<file path="config.mk">
export PLATFORM = sky130hd
export DESIGN_NAME = pp_loop_monitor
export DESIGN_NICKNAME = d
export VERILOG_FILES = /design/src/rtl/pp_loop_mon_pkg.sv /design/src/rtl/pp_loop_monitor_status_tracker.sv /design/src/rtl/pp_loop_monitor.sv
export SDC_FILE = /design/constraint.sdc
export NUM_CORES = 1
export LEC_CHECK = 0
export ABC_AREA = 1
export CAP_MARGIN = 15
export CORE_AREA = 2 2 359 361
export DETAILED_ROUTE_END_ITERATION = 8
export DIE_AREA = 0 0 361 363
export PLACE_DENSITY_LB_ADDON = 0.1
export SYNTH_ARGS = -nofsm -noshare
export SYNTH_HDL_FRONTEND = slang
export SYNTH_SLANG_ARGS = --single-unit
</file>
<file path="constraint.sdc">
create_clock -name clock -period 5.8 [get_ports clock]
set_clock_uncertainty 0.05 [all_clocks]
set_input_delay 1.45 -clock clock [delete_from_list [all_inputs] [get_ports clock]]
set_output_delay 1.45 -clock clock [all_outputs]
set_load 0.1 [all_outputs]
</file>
<file path="src/rtl/pp_loop_mon_pkg.sv">
// Shared types and helpers for the pipelined-loop run-time monitor.
package pp_loop_mon_pkg;

  // Top-level ap_ctrl transaction state as seen by the monitor.
  typedef enum logic [1:0] {
    IDLE      = 2'd0,
    BUSY      = 2'd1,
    DONE_WAIT = 2'd2
  } mod_state_e;

  // Whether the observed pipelined loop is currently running.
  typedef enum logic {
    L_IDLE   = 1'b0,
    L_ACTIVE = 1'b1
  } loop_state_e;

  // Widest counter the saturating helper supports.
  localparam int SAT_MAX_W = 64;

  // Saturating increment for a counter of cnt_w bits, carried zero-extended in
  // a SAT_MAX_W container. A value already at the cnt_w-bit all-ones stays put.
  function automatic logic [SAT_MAX_W-1:0] sat_inc(input logic [SAT_MAX_W-1:0] value,
                                                   input int cnt_w);
    logic [SAT_MAX_W-1:0] max_val;
    max_val = (cnt_w >= SAT_MAX_W) ? '1 : ((SAT_MAX_W'(1) << cnt_w) - SAT_MAX_W'(1));
    return (value >= max_val) ? max_val : value + SAT_MAX_W'(1);
  endfunction

endpackage

</file>
<file path="src/rtl/pp_loop_monitor_status_tracker.sv">
// Module-level ap_ctrl handshake tracker: transaction FSM plus start/done/busy
// counters. Updates only while enable is high so the parent can freeze it.
module nodf_status_tracker
  import pp_loop_mon_pkg::*;
#(
  parameter int CNT_W = 32
) (
  input  logic             clock,
  input  logic             reset,
  input  logic             enable,
  input  logic             ap_start,
  input  logic             ap_done,
  input  logic             ap_continue,
  output mod_state_e       state,
  output logic [CNT_W-1:0] starts,
  output logic [CNT_W-1:0] dones,
  output logic [CNT_W-1:0] busy_cycles,
  output logic             done_in_idle
);

  mod_state_e state_nxt;
  logic       start_evt;
  logic       done_evt;
  logic       busy_evt;

  function automatic logic [CNT_W-1:0] inc(input logic [CNT_W-1:0] value);
    return CNT_W'(sat_inc(SAT_MAX_W'(value), CNT_W));
  endfunction

  // Next-state and event decode. A done accepted together with a new start
  // chains straight into the next transaction.
  always_comb begin
    state_nxt    = state;
    start_evt    = 1'b0;
    done_evt     = 1'b0;
    done_in_idle = 1'b0;
    unique case (state)
      IDLE: begin
        done_in_idle = ap_done;
        if (ap_start) begin
          state_nxt = BUSY;
          start_evt = 1'b1;
        end
      end
      BUSY: begin
        if (ap_done && ap_continue) begin
          done_evt = 1'b1;
          if (ap_start) begin
            state_nxt = BUSY;
            start_evt = 1'b1;
          end else begin
            state_nxt = IDLE;
          end
        end else if (ap_done) begin
          state_nxt = DONE_WAIT;
        end
      end
      DONE_WAIT: begin
        if (ap_continue) begin
          done_evt = ap_done;
          if (ap_start) begin
            state_nxt = BUSY;
            start_evt = 1'b1;
          end else begin
            state_nxt = IDLE;
          end
        end
      end
      default: state_nxt = IDLE;
    endcase
    // The cycle in which a start is accepted already belongs to the transaction.
    busy_evt = (state != IDLE) || start_evt;
  end

  // State register and saturating counters.
  always_ff @(posedge clock) begin
    if (reset) begin
      state       <= IDLE;
      starts      <= '0;
      dones       <= '0;
      busy_cycles <= '0;
    end else if (enable) begin
      state <= state_nxt;
      if (start_evt) starts      <= inc(starts);
      if (done_evt)  dones       <= inc(dones);
      if (busy_evt)  busy_cycles <= inc(busy_cycles);
    end
  end

endmodule

</file>
<file path="src/rtl/pp_loop_monitor.sv">
// Passive run-time monitor for one HLS block: tracks the ap_ctrl handshake and
// one pipelined loop inside the block FSM, counts activity, and flags anomalies.
// Handshake: the monitor only samples; an ap_ctrl transaction is accepted on a
// cycle with ap_start high in IDLE, and completes on a cycle with ap_done and
// ap_continue both high. Nothing is driven back toward the observed block.
module pp_loop_monitor
  import pp_loop_mon_pkg::*;
#(
  parameter int STATE_W = 104,
  parameter int CNT_W   = 32
) (
  input  logic               clock,
  input  logic               reset,
  input  logic               finish,
  input  logic               ap_start,
  input  logic               ap_ready,
  input  logic               ap_done,
  input  logic               ap_continue,
  input  logic [STATE_W-1:0] cur_state,
  input  logic [STATE_W-1:0] pre_loop_state0,
  input  logic [STATE_W-1:0] post_loop_state0,
  input  logic               pre_states_valid,
  input  logic               post_states_valid,
  input  logic [STATE_W-1:0] iter_start_state,
  input  logic [STATE_W-1:0] iter_end_state,
  input  logic [STATE_W-1:0] loop_quit_state,
  input  logic               iter_start_enable,
  input  logic               iter_end_enable,
  input  logic               iter_start_block,
  input  logic               iter_end_block,
  input  logic               quit_at_end,
  output logic [1:0]         mod_state,
  output logic [CNT_W-1:0]   mod_starts,
  output logic [CNT_W-1:0]   mod_dones,
  output logic [CNT_W-1:0]   mod_busy_cycles,
  output logic               loop_active,
  output logic [CNT_W-1:0]   loop_invocations,
  output logic [CNT_W-1:0]   iter_started,
  output logic [CNT_W-1:0]   iter_ended,
  output logic [CNT_W-1:0]   loop_cycles,
  output logic [CNT_W-1:0]   stall_cycles,
  output logic [CNT_W-1:0]   in_flight,
  output logic               err_flag,
  output logic               frozen,
  output logic               dump_valid
);

  // ap_ready and the quit-state constant carry no information the counters need.
  logic unused_inputs;
  assign unused_inputs = ap_ready ^ (|loop_quit_state);

  function automatic logic [CNT_W-1:0] inc(input logic [CNT_W-1:0] value);
    return CNT_W'(sat_inc(SAT_MAX_W'(value), CNT_W));
  endfunction

  // Counters and FSMs advance only before freeze and not in the freezing cycle.
  logic run;
  assign run = !frozen && !finish;

  mod_state_e trk_state;
  logic       done_in_idle;

  nodf_status_tracker #(
    .CNT_W (CNT_W)
  ) u_status (
    .clock        (clock),
    .reset        (reset),
    .enable       (run),
    .ap_start     (ap_start),
    .ap_done      (ap_done),
    .ap_continue  (ap_continue),
    .state        (trk_state),
    .starts       (mod_starts),
    .dones        (mod_dones),
    .busy_cycles  (mod_busy_cycles),
    .done_in_idle (done_in_idle)
  );

  assign mod_state = trk_state;

  // State membership tests against the one-hot FSM vector.
  logic in_pre, in_post, in_start, in_end;
  assign in_pre   = pre_states_valid  && |(cur_state & pre_loop_state0);
  assign in_post  = post_states_valid && |(cur_state & post_loop_state0);
  assign in_start = |(cur_state & iter_start_state);
  assign in_end   = |(cur_state & iter_end_state);

  loop_state_e      lstate, lstate_nxt;
  logic             prev_pre;
  logic             enter, live, exit_loop;
  logic             start_evt, end_req, underflow, early_quit, stall_evt, err_evt;
  logic [CNT_W-1:0] started_nxt, ended_nxt;

  assign loop_active = (lstate == L_ACTIVE);

  // Loop FSM next state and per-cycle events. The entry cycle is already live so
  // an iteration issued on the first start-state cycle is counted with it.
  always_comb begin
    lstate_nxt  = lstate;
    enter       = (lstate == L_IDLE) && prev_pre && in_start;
    live        = (lstate == L_ACTIVE) || enter;
    exit_loop   = (lstate == L_ACTIVE) && in_post;
    start_evt   = live && in_start && iter_start_enable && !iter_start_block;
    stall_evt   = live && in_start && iter_start_block;
    started_nxt = start_evt ? inc(iter_started) : iter_started;
    end_req     = live && in_end && iter_end_enable && !iter_end_block;
    // An end with nothing in flight is dropped rather than counted.
    underflow   = end_req && (iter_ended >= started_nxt);
    ended_nxt   = (end_req && !underflow) ? inc(iter_ended) : iter_ended;
    early_quit  = exit_loop && quit_at_end && (started_nxt != ended_nxt);
    err_evt     = done_in_idle || underflow || early_quit;
    if (enter) begin
      lstate_nxt = L_ACTIVE;
    end else if (exit_loop) begin
      lstate_nxt = L_IDLE;
    end
  end

  // Loop FSM register, loop counters, sticky error and freeze control.
  always_ff @(posedge clock) begin
    if (reset) begin
      lstate           <= L_IDLE;
      prev_pre         <= 1'b0;
      loop_invocations <= '0;
      iter_started     <= '0;
      iter_ended       <= '0;
      loop_cycles      <= '0;
      stall_cycles     <= '0;
      in_flight        <= '0;
      err_flag         <= 1'b0;
      frozen           <= 1'b0;
      dump_valid       <= 1'b0;
    end else begin
      dump_valid <= finish && !frozen;
      if (finish) frozen <= 1'b1;
      if (run) begin
        lstate       <= lstate_nxt;
        prev_pre     <= in_pre;
        iter_started <= started_nxt;
        iter_ended   <= ended_nxt;
        in_flight    <= started_nxt - ended_nxt;
        if (enter)     loop_invocations <= inc(loop_invocations);
        if (live)      loop_cycles      <= inc(loop_cycles);
        if (stall_evt) stall_cycles     <= inc(stall_cycles);
        if (err_evt)   err_flag         <= 1'b1;
      end
    end
  end

endmodule

</file>
# --- Yosys cells after proc, flatten, opt, wreduce, memory -nomap -nowiden ---
# Cells that the tools add are included.
classes:
  add_sub_neg: 9
  magnitude_cmp: 9
  mux: 26
  n_eq_ne: 6
  bitwise_logic: 5
  reduce_logical: 44
op_table:
  columns: ["op", "count"]
  rows:
  - ["$and 104x104->104", 4]
  - ["$reduce_or 104->1", 4]
  - ["$mux 32", 10]
  - ["$add 32x1->32 const B", 8]
  - ["$ge 32x32->1 const B", 8]
  - ["$ge 32x32->1", 1]
  - ["$ne 32x32->1", 1]
  - ["$sub 32x32->32", 1]
  - ["$logic_and 1x1->1", 19]
  - ["$reduce_and 2->1", 8]
  - ["$mux 1", 9]
  - ["$mux 2", 4]
  - ["$pmux 2 s3", 1]
  - ["$logic_not 1->1", 5]
  - ["$logic_or 1x1->1", 4]
  - ["$ne 2x2->1 const B", 2]
  - ["$reduce_and 4->1", 1]
  - ["$reduce_bool 2->1", 2]
  - ["$ne 3x2->1 const B", 1]
  - ["$pmux 1 s3", 1]
  - ["$eq 2x1->1 const B", 1]
  - ["$eq 2x2->1 const B", 1]
  - ["$logic_not 2->1", 1]
  - ["$pmux 1 s2", 1]
  - ["$not 1->1", 1]
word_totals:
  output_inout_bits: 294
  in_bits: 638
  wordCells: 114
  regBits: 295

# --- Logic depth before layout (Yosys ltp) ---
# Gate-level depths: netlist (run 1).
depth:
  word_depth: 17
  mapped_depth: 50
  mapped_depth_nobuf: 49

# --- Cells and area by module ---
# Synthesis (run 1) repeated with hierarchy kept, for this count alone.
hier_totals:
  hier_cells: 3831
  hier_area_um2: 23199.8
by_module_without_submodules:
  columns: ["mod", "area_per_inst_um2", "cells_per_inst", "seq_area_each_um2", "n_inst"]
  rows:
  - ["pp_loop_monitor", 17087.6, 2868, 3943.8, 1]
  - ["nodf_status_tracker", 6112.1, 963, 1961.9, 1]

# --- Worst setup path after synthesis (run 1) ---
# Ideal clock, no wire load.
synth_timing:
  path_type: "in2reg"
  startpoint: "input cur_state[93]"
  endpoint: "register in_flight[23]"
  path_buffers: 2
  path_slack_ns: -0.515
  t_required_ns: 5.635
  arrival_time_ns: 6.150
  setup_ns: 0.115
  cell_stages: 44
  cell_sequence: "nand2_1 nand2_1 nor2_1 nand2_1 nor2_1 nand2_1 nor2_1 nand2_2 o211ai_2 inv_2 clkbuf_1 nand4_1 o21ai_0 ha_1 nand2_1 inv_1 nor2_1 o21ai_0 [8 not listed] nand3_1 nand3_1 inv_1 ha_1 a21oi_1 nand2_1 a21boi_0 o21bai_1 a21oi_1 o21ai_0 nand2_1 nand2_1 nand2_1 nand2_1 nand2_1 nand2_1 o21ai_0 inv_1"
synth_via:
  elab_chain_len: 14
  word_cells_on_any_way: 19
  classes_between: "add/sub: 1; order compare: 1; mux: 2; bitwise: 2; reduce/logical: 13"
synth_lines:
  columns: ["element", "line_no", "source"]
  rows:
  - ["start: declaration", "pp_loop_monitor.sv:19", "input logic [STATE_W-1:0] cur_state,"]
  - ["$and 104x104->104", "pp_loop_monitor.sv:85", "assign in_start = |(cur_state & iter_start_state);"]
  - ["$reduce_or 104->1", "pp_loop_monitor.sv:85", null]
  - ["$logic_and 1x1->1", "pp_loop_monitor.sv:100", "enter = (lstate == L_IDLE) && prev_pre && in_start;"]
  - ["$logic_or 1x1->1", "pp_loop_monitor.sv:101", "live = (lstate == L_ACTIVE) || enter;"]
  - ["$logic_and 1x1->1 (3 in series)", "pp_loop_monitor.sv:103", "start_evt = live && in_start && iter_start_enable && !iter_start_block;"]
  - ["$mux 32", "pp_loop_monitor.sv:105", "started_nxt = start_evt ? inc(iter_started) : iter_started;"]
  - ["$ge 32x32->1", "pp_loop_monitor.sv:108", "underflow = end_req && (iter_ended >= started_nxt);"]
  - ["$logic_and 1x1->1", "pp_loop_monitor.sv:108", null]
  - ["$logic_not 1->1", "pp_loop_monitor.sv:109", "ended_nxt = (end_req && !underflow) ? inc(iter_ended) : iter_ended;"]
  - ["$logic_and 1x1->1", "pp_loop_monitor.sv:109", null]
  - ["$mux 32", "pp_loop_monitor.sv:109", null]
  - ["$sub 32x32->32 *", "pp_loop_monitor.sv:141", "in_flight <= started_nxt - ended_nxt;"]
  - ["end signal: assignment", "pp_loop_monitor.sv:141", null]
  - ["end: declaration", "pp_loop_monitor.sv:42", "output logic [CNT_W-1:0] in_flight,"]
# Every way passes the cells marked *; elsewhere a longest branch is shown, timed or not.
# A chain may end at the register's enable or synchronous reset.

# --- Worst setup path after layout (run 1) ---
layout_timing:
  startpoint: "input cur_state[96]"
  endpoint: "register in_flight[29]"
layout_via:
  elab_chain_len: 14
  word_cells_on_any_way: 19
  classes_between: "add/sub: 1; order compare: 1; mux: 2; bitwise: 2; reduce/logical: 13"
layout_lines:
  columns: ["element", "line_no", "source"]
  rows:
  - ["$and 104x104->104 *", "pp_loop_monitor.sv:85", null]
  - ["$reduce_or 104->1 *", "pp_loop_monitor.sv:85", null]
  - ["$logic_and 1x1->1", "pp_loop_monitor.sv:100", null]
  - ["$logic_or 1x1->1", "pp_loop_monitor.sv:101", null]
  - ["$logic_and 1x1->1 * (3 in series)", "pp_loop_monitor.sv:103", null]
  - ["$mux 32 *", "pp_loop_monitor.sv:105", null]
  - ["named net started_nxt[6]", "pp_loop_monitor.sv:92", "logic [CNT_W-1:0] started_nxt, ended_nxt;"]
  - ["$ge 32x32->1", "pp_loop_monitor.sv:108", null]
  - ["$logic_and 1x1->1", "pp_loop_monitor.sv:108", null]
  - ["$logic_not 1->1", "pp_loop_monitor.sv:109", null]
  - ["$logic_and 1x1->1", "pp_loop_monitor.sv:109", null]
  - ["$mux 32", "pp_loop_monitor.sv:109", null]
  - ["$sub 32x32->32 *", "pp_loop_monitor.sv:141", null]
# Mark *: on every way through the listed nets, which the timed path passes. The rest lies on a longest branch.

==> results.txt, run 1 <==
----------------------------------------------------
[Drt]
  Number of vias per cell ... between 4 and 5
  Antenna viol nets, final ... 0
  Total number of vias ... about 30000
  Wirelength, routed ... 171000 um
  Iter 0 DRT Violations ... 2377
  Total DRC errors in the routed layout ... 0
  Number of detailed-routing iterations run before antenna repair ... 6
  Mean routed wirelength per cell ... between 20 and 30 um

[Critical path]
  CP arrival ... 6.71 ns
  Data required time of the worst path ... ~6.2 ns
  CP delay by family, top ... simple AND/OR/NAND/NOR gates
  Reg-to-reg setup timing slack ... roughly 0.19 ns
  Setup CP Type ... input pin to register
  RR Endpoint ... in_flight[29]
  Critical path launch point type ... input pin
  Maximum fanout count along the critical path ... 6
  Buffers & Inverters on Critical Path ... 10
  Cell with the most instances on the worst path ... nand2_1
  Critical Path Max Stage Delay ... slightly above 0.3 ns
  Highest-delay cell along the critical path ... clkinvlp_4
  Endpoint kind of the worst setup timing path ... register
  Register-to-Register Path Depth ... 38
  Worst flop-to-flop path startpoint ... iter_started[6]

[STA]
  Unrepaired setup endpoints after global routing ... true
  Fin. max-slew vios ... 0
  Final hold viol count ... 0
  Final count of negative-setup-slack endpoints ... 27
  Period utilisation layout ... 108%
  Max transition margin ... roughly a fifth
  Least-Margin Pin Slew ... 1.19 ns
  Maximum clock frequency ... between 0.15 and 0.2 GHz
  Final Critical Period ... between 6 and 7 ns
  Worst Slack Setup Final ... -0.468 ns

[Global route]
  GRT Total Usage ... about a quarter
  Vias in the first global route ... roughly 30000
  Global-route wire length before repair ... ~230000 um
  Gr ovfl total ... 0
  Pin count of the biggest net entering global routing ... 88
  Initial antenna violation count ... 52

[Synthesis]
  Share of synthesized registers carrying an async set or reset ... 0%
  Register area share after synthesis ... 26.7%
  Cell area after technology mapping ... 22100 um2
  Number of enable flip-flop cells after synthesis ... 0
  Total number of yosys warnings ... 0
  Count of mapped cells out of synthesis ... approximately 3600
  Synthesized area per cell ... around 6.2 um2
  Distinct cell type count after synthesis ... 53
  Synth Register Bits ... between 200 and 300
  Mapped Nets ... roughly 4300
  Predominant post-synthesis flop cell ... dfxtp_1

[Min path]
  Min-delay worst type ... register to register
  Hold depth ... 2
  Endpoint of the worst hold-timing path ... in_flight[2]
  Start point of the worst hold path ... in_flight[2]

[Finish]
  Layout overhead on the synthesized area ... 74.2%
  Utilization after layout ... between 30% and 40%
  Layout cells sized above 1 ... 20.2%
  Filler cell count ... around 14000
  Final instance area ... approximately 39000 um2
  Post-layout nets ... approximately 5600
  Register area ... a little under 6000 um2
  Area of the multi-input gates ... roughly 16000 um2

[Pwr]
  Part of the total power dissipated in combinational logic ... between 20 and 30%
  Switching pwr ... 2210 uW
  Cell internal power dissipation ... approximately 4400 uW
  Switching share of total power ... 33.6%
  Clock power share ... 38.8%
  IR drop worst, VDD ... ~0.17 mV
  Pwr Density ... between 150 and 200 nW/um2
  Sequential cell fraction of total power ... a little under a third
  Leakage power of the design ... 0.0156 uW

[Die]
  Die width ... around 360 um
  Initial cell density of the core ... 17.4%
  Number of top-level design ports ... approximately 930
  Total die area ... roughly 130000 um2
  Core region area ... ~130000 um2
  Height of the die ... around 360 um
  Num rows ... 131

[Status]
  Run status ... finished with violations
  Violated checks ... negative setup slack

[Flow run]
  Max-cap check violation count ... 0

[CTS]
  Number of sinks handled by clock tree synthesis ... slightly below 300
  Clk Tree Root Cell ... clkbuf_16
  Number of buffers created by CTS ... between 40 and 50
  Max Buffers Root-to-Sink ... 3
  CTS tree ... done
  Number of levels in the clock H-tree ... 2
  Insertion delay to the later sink of the worst-skew pair ... ~0.6 ns
  Clock transition at the register clock pins on the worst setup and hold paths after CTS ... roughly 0.06 ns
  Post-cts hold buffer count ... 0

[Place]
  Cell Area, Placed ... about 36000 um2
  Number of input and output port buffers inserted ... just over 800
  Final HPWL DP ... 146000 um
  Dpl ws ... -1.92 ns
  RD Place Congestion ... 0.965

----------------------------------------------------
-- layout make-up --
class	instances	area share [%]
repair buffers	1300	30.0
clock inverters	5	0.208
diodes	32	0.208
clock buffers	67	3.28
flip-flops and latches	295	15.3
inverters	369	3.65
repair inverters	2	0.0357
multi-input cells	2839	41.9
well taps	1662	5.39
-- placed cells by master, fill, tap and decap left out, types with 65 or more instances in the layout --
cell type	synthesis	layout
nand2_1	1105	1005
clkdlybuf4s50_1	0	604
buf_4	0	455
inv_1	365	346
nor2_1	368	324
dfxtp_1	295	295
a21oi_1	241	213
o21ai_0	247	189
xor2_1	166	162
nor3_1	121	115
nand4_1	110	110
nand3_1	101	85
nand2_2	5	76
buf_2	8	65
-- power by group through the flow --
stage	Combinational (uW)	Sequential, uW	Clock [uW]
global placement	1790	2130	0
global route	2060	2090	2740
CTS	1870	2090	2680
detailed placement	1790	2130	0
floorplan	507	2350	0
finish	1950	2090	2560
-- cell families after synthesis --
family	after synthesis	share of synthesized area (%)
DFF	295	26.7
xor gates and xnor gates	207	8.19
and+or+nand+nor	1916	36.7
buffers and inverters	463	7.98
adders and majority gates	76	4.33
AOI/OAI and AO/OA	640	16.1
-- synthesized netlist by cell type (8+ instances only) --
cell type	n	share of area, %
a31oi_1	12	0.34
ha_1	75	4.2
o211ai_1	8	0.27
nand4_1	110	3.1
clkbuf_1	81	1.4
nand3_1	101	2.3
a22o_1	29	1.1
xor2_1	166	6.6
o21ai_0	247	5.6
nor2_1	368	6.2
inv_1	365	6.2
nor3_1	121	2.7
dfxtp_1	295	27
xnor2_1	41	1.6
nand2_1	1105	19
o22ai_1	44	1.2
nor4_1	65	1.8
a21oi_1	241	5.4
a211oi_1	8	0.27
nor2_2	9	0.25
a221oi_1	17	0.67
buf_2	8	0.18
-- routing by layer --
metal  part of all wire (%)  wire length (um)  GRT usage (%)
met5                  0.024                41              0
met4                    2.5              4240           6.05
met3                    9.1             15600           7.22
met2                     43             72800           38.5
met1                     46             78400           34.4
-- tightest hold or removal path: stages, from the launching register on --
cell and delay, ns:
dfxtp_1 0.33, nand2_1 0.05, o21ai_0 0.05
-- repair_timing --
action / in CTS / in global routing
setup buffers: 59 / 11
pin swaps: 218 / 117
gates cloned: 3 / 1
hold endpoints to repair: 0 / 0
resized for setup: 767 / 164
endpoints found under the setup margin: 32 / 32
-- worst max-delay path by stage --
| stage | cells after the start | endpoint | startpoint |
|---|---|---|---|
| 2_1_floorplan | 43 | in_flight[23] | cur_state[39] |
| 4_1_cts | 46 | in_flight[18] | iter_start_state[2] |
| 5_1_grt | 48 | in_flight[30] | iter_start_state[96] |
| 6_report | 48 | in_flight[29] | cur_state[96] |
| 3_5_place_dp | 42 | in_flight[28] | iter_start_state[51] |
| 3_3_place_gp | 40 | err_flag | iter_start_state[51] |
-- state kept, by name (all words and copies together), names as in the netlist --
| register | flops |
|---|---|
| err_flag | 1 |
| u_status.dones | 32 |
| u_status.busy_cycles | 32 |
| u_status.state | 2 |
| iter_started | 32 |
| loop_active | 1 |
| frozen | 1 |
| u_status.starts | 32 |
| stall_cycles | 32 |
| loop_cycles | 32 |
| dump_valid | 1 |
| loop_invocations | 32 |
| in_flight | 32 |
| iter_ended | 32 |
| prev_pre | 1 |
-- per-stage QoR --
step                      hold slack [ns]  total power (uW)  TNS (ns)  std cells
after floorplan                     0.465              2860    -0.510       3597
after global placement              0.401              3930    -61.16       6411
after detailed placement            0.410              3920    -62.83       6411
after CTS                           0.424              6630     -6.74       6537
after global routing                0.450              6890    -17.01       6549
final                               0.418              6590     -8.73       6571
Note: power is estimated with default switching activity, not from simulation.
==> inputs of run 2 (changes only) <==
--- a/config.mk
+++ b/config.mk
@@ -7,9 +7,10 @@
 export LEC_CHECK = 0
 export ABC_AREA = 1
 export CAP_MARGIN = 15
-export CORE_AREA = 2 2 359 361
+export CORE_AREA = 2 2 368 370
+export CTS_CLUSTER_SIZE = 28
 export DETAILED_ROUTE_END_ITERATION = 8
-export DIE_AREA = 0 0 361 363
+export DIE_AREA = 0 0 370 372
 export PLACE_DENSITY_LB_ADDON = 0.1
 export SYNTH_ARGS = -nofsm -noshare
 export SYNTH_HDL_FRONTEND = slang
==> constraint.sdc (replaced) <==
create_clock -name clock -period 7.75 [get_ports clock]
set_clock_uncertainty 0.05 [all_clocks]
set_input_delay 1.9375 -clock clock [delete_from_list [all_inputs] [get_ports clock]]
set_output_delay 1.9375 -clock clock [all_outputs]
set_load 0.1 [all_outputs]
==> run 2 against run 1 <==
Clock-buffer cell count shrank 12. Sequential power down 25%. Flip-flop and latch count unchanged. The flow now finishes without violations. Total power decreased by 26%. Combinational power decreased by 27%. Register-to-register slack gained 1.3 ns. Clock power is 27% lower. Non-clock buffer count shrank 106. Critical endpoint unchanged. Largest power group unchanged. Wire length is 0.40% lower.
==> results.txt, run 2 (synthesized netlist as in run 1, its figures left out) <==
----------------------------------------------------
[Status]
  Run status ... finished clean

[Drt]
  Mean routed wirelength per cell ... 25.9 um (-0.42%)
  Total DRC errors in the routed layout ... 0 (unchanged)
  Number of vias per cell ... 4.45 (-2.2%)
  Total number of vias ... 29236 (-2.2%)
  Wirelength, routed ... 170000 um (-0.40%)
  Number of detailed-routing iterations run before antenna repair ... 8 (+2)
  Antenna viol nets, final ... 0 (unchanged)
  Iter 0 DRT Violations ... 2009 (-15%)

[Place]
  Number of input and output port buffers inserted ... 826 (unchanged)
  Final HPWL DP ... 146000 um (-0.18%)
  Dpl ws ... -1.20 ns (+0.721 ns)
  RD Place Congestion ... 0.973 (+0.82%)

[CTS]
  Max Buffers Root-to-Sink ... 3 (unchanged)
  Number of sinks handled by clock tree synthesis ... 295 (unchanged)
  Insertion delay to the later sink of the worst-skew pair ... 0.60 ns (about the same)
  Number of levels in the clock H-tree ... 2 (unchanged)
  CTS tree ... done
  Number of buffers created by CTS ... 41 (unchanged)
  Clock transition at the register clock pins on the worst setup and hold paths after CTS ... 0.06 ns (about the same)
  Clk Tree Root Cell ... clkbuf_16

[Global route]
  Initial antenna violation count ... 52 (unchanged)
  Vias in the first global route ... 28650 (-3.1%)
  Gr ovfl total ... 0 (unchanged)
  Global-route wire length before repair ... 227000 um (-2.0%)
  GRT Total Usage ... 23.7% (-1.4 points)
  Pin count of the biggest net entering global routing ... 74 (-16%)

[STA]
  Max transition margin ... 22.9% (+2.4 points)
  Fin. max-slew vios ... 0 (unchanged)
  Maximum clock frequency ... approximately 0.13 GHz
  Final count of negative-setup-slack endpoints ... 0 (-100%)
  Final Critical Period ... roughly 7.4 ns
  Worst hold slack after final layout ... 0.430 ns (+0.0119 ns)
  Period utilisation layout ... a little over nine tenths
  Unrepaired setup endpoints after global routing ... false
  Worst Slack Setup Final ... 0.301 ns (+0.769 ns)
  Least-Margin Pin Slew ... 1.16 ns (-0.0333 ns)
  Final hold viol count ... 0 (unchanged)

[Critical path]
  Endpoint kind of the worst setup timing path ... register
  Setup CP Type ... input pin to register
  Highest-delay cell along the critical path ... clkdlybuf4s50_1
  Data required time of the worst path ... 8.18 ns (+1.94 ns)
  CP arrival ... 7.88 ns (+1.17 ns)
  Maximum fanout count along the critical path ... 8 (+2)
  Critical Path Max Stage Delay ... 0.54 ns (+0.23 ns)
  Worst flop-to-flop path startpoint ... iter_started[1]
  Register-to-Register Path Depth ... 42 (+11%)
  Reg-to-reg setup timing slack ... 1.51 ns (+1.32 ns)
  RR Endpoint ... in_flight[29]
  Cell with the most instances on the worst path ... nand2_1
  Critical path launch point type ... input pin

[Pwr]
  IR drop worst, VDD ... 0.131 mV (-25%)
  Leakage power of the design ... 0.0148 uW (-4.9%)
  Pwr Density ... 130 nW/um2 (-24%)

[Flow run]
  Max-cap check violation count ... 0 (unchanged)

[Finish]
  Leading cell type in the layout, fill and taps excluded ... nand2_1
  Top library cells by usage in the layout, fill and taps aside ... nand2_1 (1062), clkdlybuf4s50_1 (787), buf_4 (362), inv_1 (354), nor2_1 (332)
  Layout cells sized above 1 ... 13.4% (-6.8 points)
  Post-layout nets ... 5454 (-1.9%)
  Layout overhead on the synthesized area ... 68.7%
  Filler cell count ... 15145 (+5.9%)

[Die]
  Initial cell density of the core ... 16.5% (-0.94 points)
  Num rows ... 135 (+3.1%)
  Core region area ... 134000 um2 (+5.7%)
  Number of top-level design ports ... 932 (unchanged)
  Die width ... 370 um (+2.5%)
  Height of the die ... 372 um (+2.5%)
  Total die area ... 138000 um2 (+5.0%)

[Min path]
  Start point of the worst hold path ... err_flag
  Endpoint of the worst hold-timing path ... err_flag
  Min-delay worst type ... register to register
  Hold depth ... 2 (unchanged)

----------------------------------------------------
## run 2: cell count changes in the layout (fill, tap and decap cells not counted), sizes merged
cell / previous run / this run
clkdlybuf4s50: 604 / 787
buf: 564 / 375
clkinv: 5 / 12
diode: 32 / 24
bufinv: 0 / 1
dlygate4sd2: 49 / 1
clkbuf: 77 / 61
dlymetal6s2s: 0 / 25
clkdlybuf4s15: 73 / 0
## run 2: final cells by class
cell class / count / area (um2) / area share (%)
sequential: 295 / 5910 / 15.8
tap: 1781 / 2230 / 5.97
inverter: 369 / 1400 / 3.74
clock inverter: 15 / 125 / 0.335
multi-input combinational: 2839 / 15200 / 40.8
clock buffer: 55 / 1130 / 3.02
timing repair buffer: 1194 / 11300 / 30.2
antenna: 24 / 60.1 / 0.161
## run 2: worst max-delay path, delay by kind of cell
kind / cells / cell delay [ns]
and+or+nand+nor: 15 / 1.53
AOI/OAI and AO/OA: 13 / 1.82
adders and majority gates: 2 / 0.63
buffers and inverters: 12 / 1.88
## run 2: worst max-delay path by stage
stage                         startpoint            end  slack (ns)  cells after the start
after global routing        cur_state[6]  in_flight[29]      0.0007                     51
after CTS                 cur_state[103]       err_flag        0.02                     44
final                      cur_state[77]  in_flight[29]        0.30                     42
after global placement    cur_state[103]  in_flight[19]       -1.16                     43
after detailed placement  cur_state[103]  in_flight[19]       -1.20                     42
after floorplan            cur_state[93]  in_flight[23]        0.95                     44
## run 2: layer usage
layer / part of all wire (%) / GRT usage, % / vias to the layer above / routed length (um)
met1: 45 / 31.1 / 13770 / 76000
met4: 3.0 / 6.34 / 16 / 5170
met3: 10 / 9.31 / 165 / 17800
li1: - / - / 14264 / -
met2: 42 / 35.9 / 1021 / 71200
met5: 0.066 / 0 / - / 112
## run 2: stage by stage
step | total power [uW] | util [%] | setup TNS, ns | cells | area, um2
after CTS | 4830 | 27.0 | 0 | 6521 | 36200
after detailed placement | 2910 | 26.0 | -27.25 | 6449 | 34900
after global placement | 2910 | 26.0 | -26.00 | 6449 | 34900
final | 4850 | 27.8 | 0 | 6572 | 37300
after global routing | 5070 | 27.8 | 0 | 6559 | 37300
after floorplan | 2120 | - | 0 | 3597 | 22100
## run 2: timing repair
| action | CTS | global route |
|---|---|---|
| pin swaps | 2 | 56 |
| gates resized for setup | 22 | 220 |
| buffers inserted | 2 | 20 |
| endpoints found under the setup margin | 25 | 26 |
| hold endpoints to repair | 0 | 0 |
| hold buffers | 0 | 0 |
| cloned | 0 | 7 |
## run 2: where the power goes
part           leakage, uW  total (uW)  switching [uW]  internal (uW)
clock             0.000624        1870             812           1060
sequential         0.00238        1560            21.0           1540
combinational       0.0118        1420             815            604
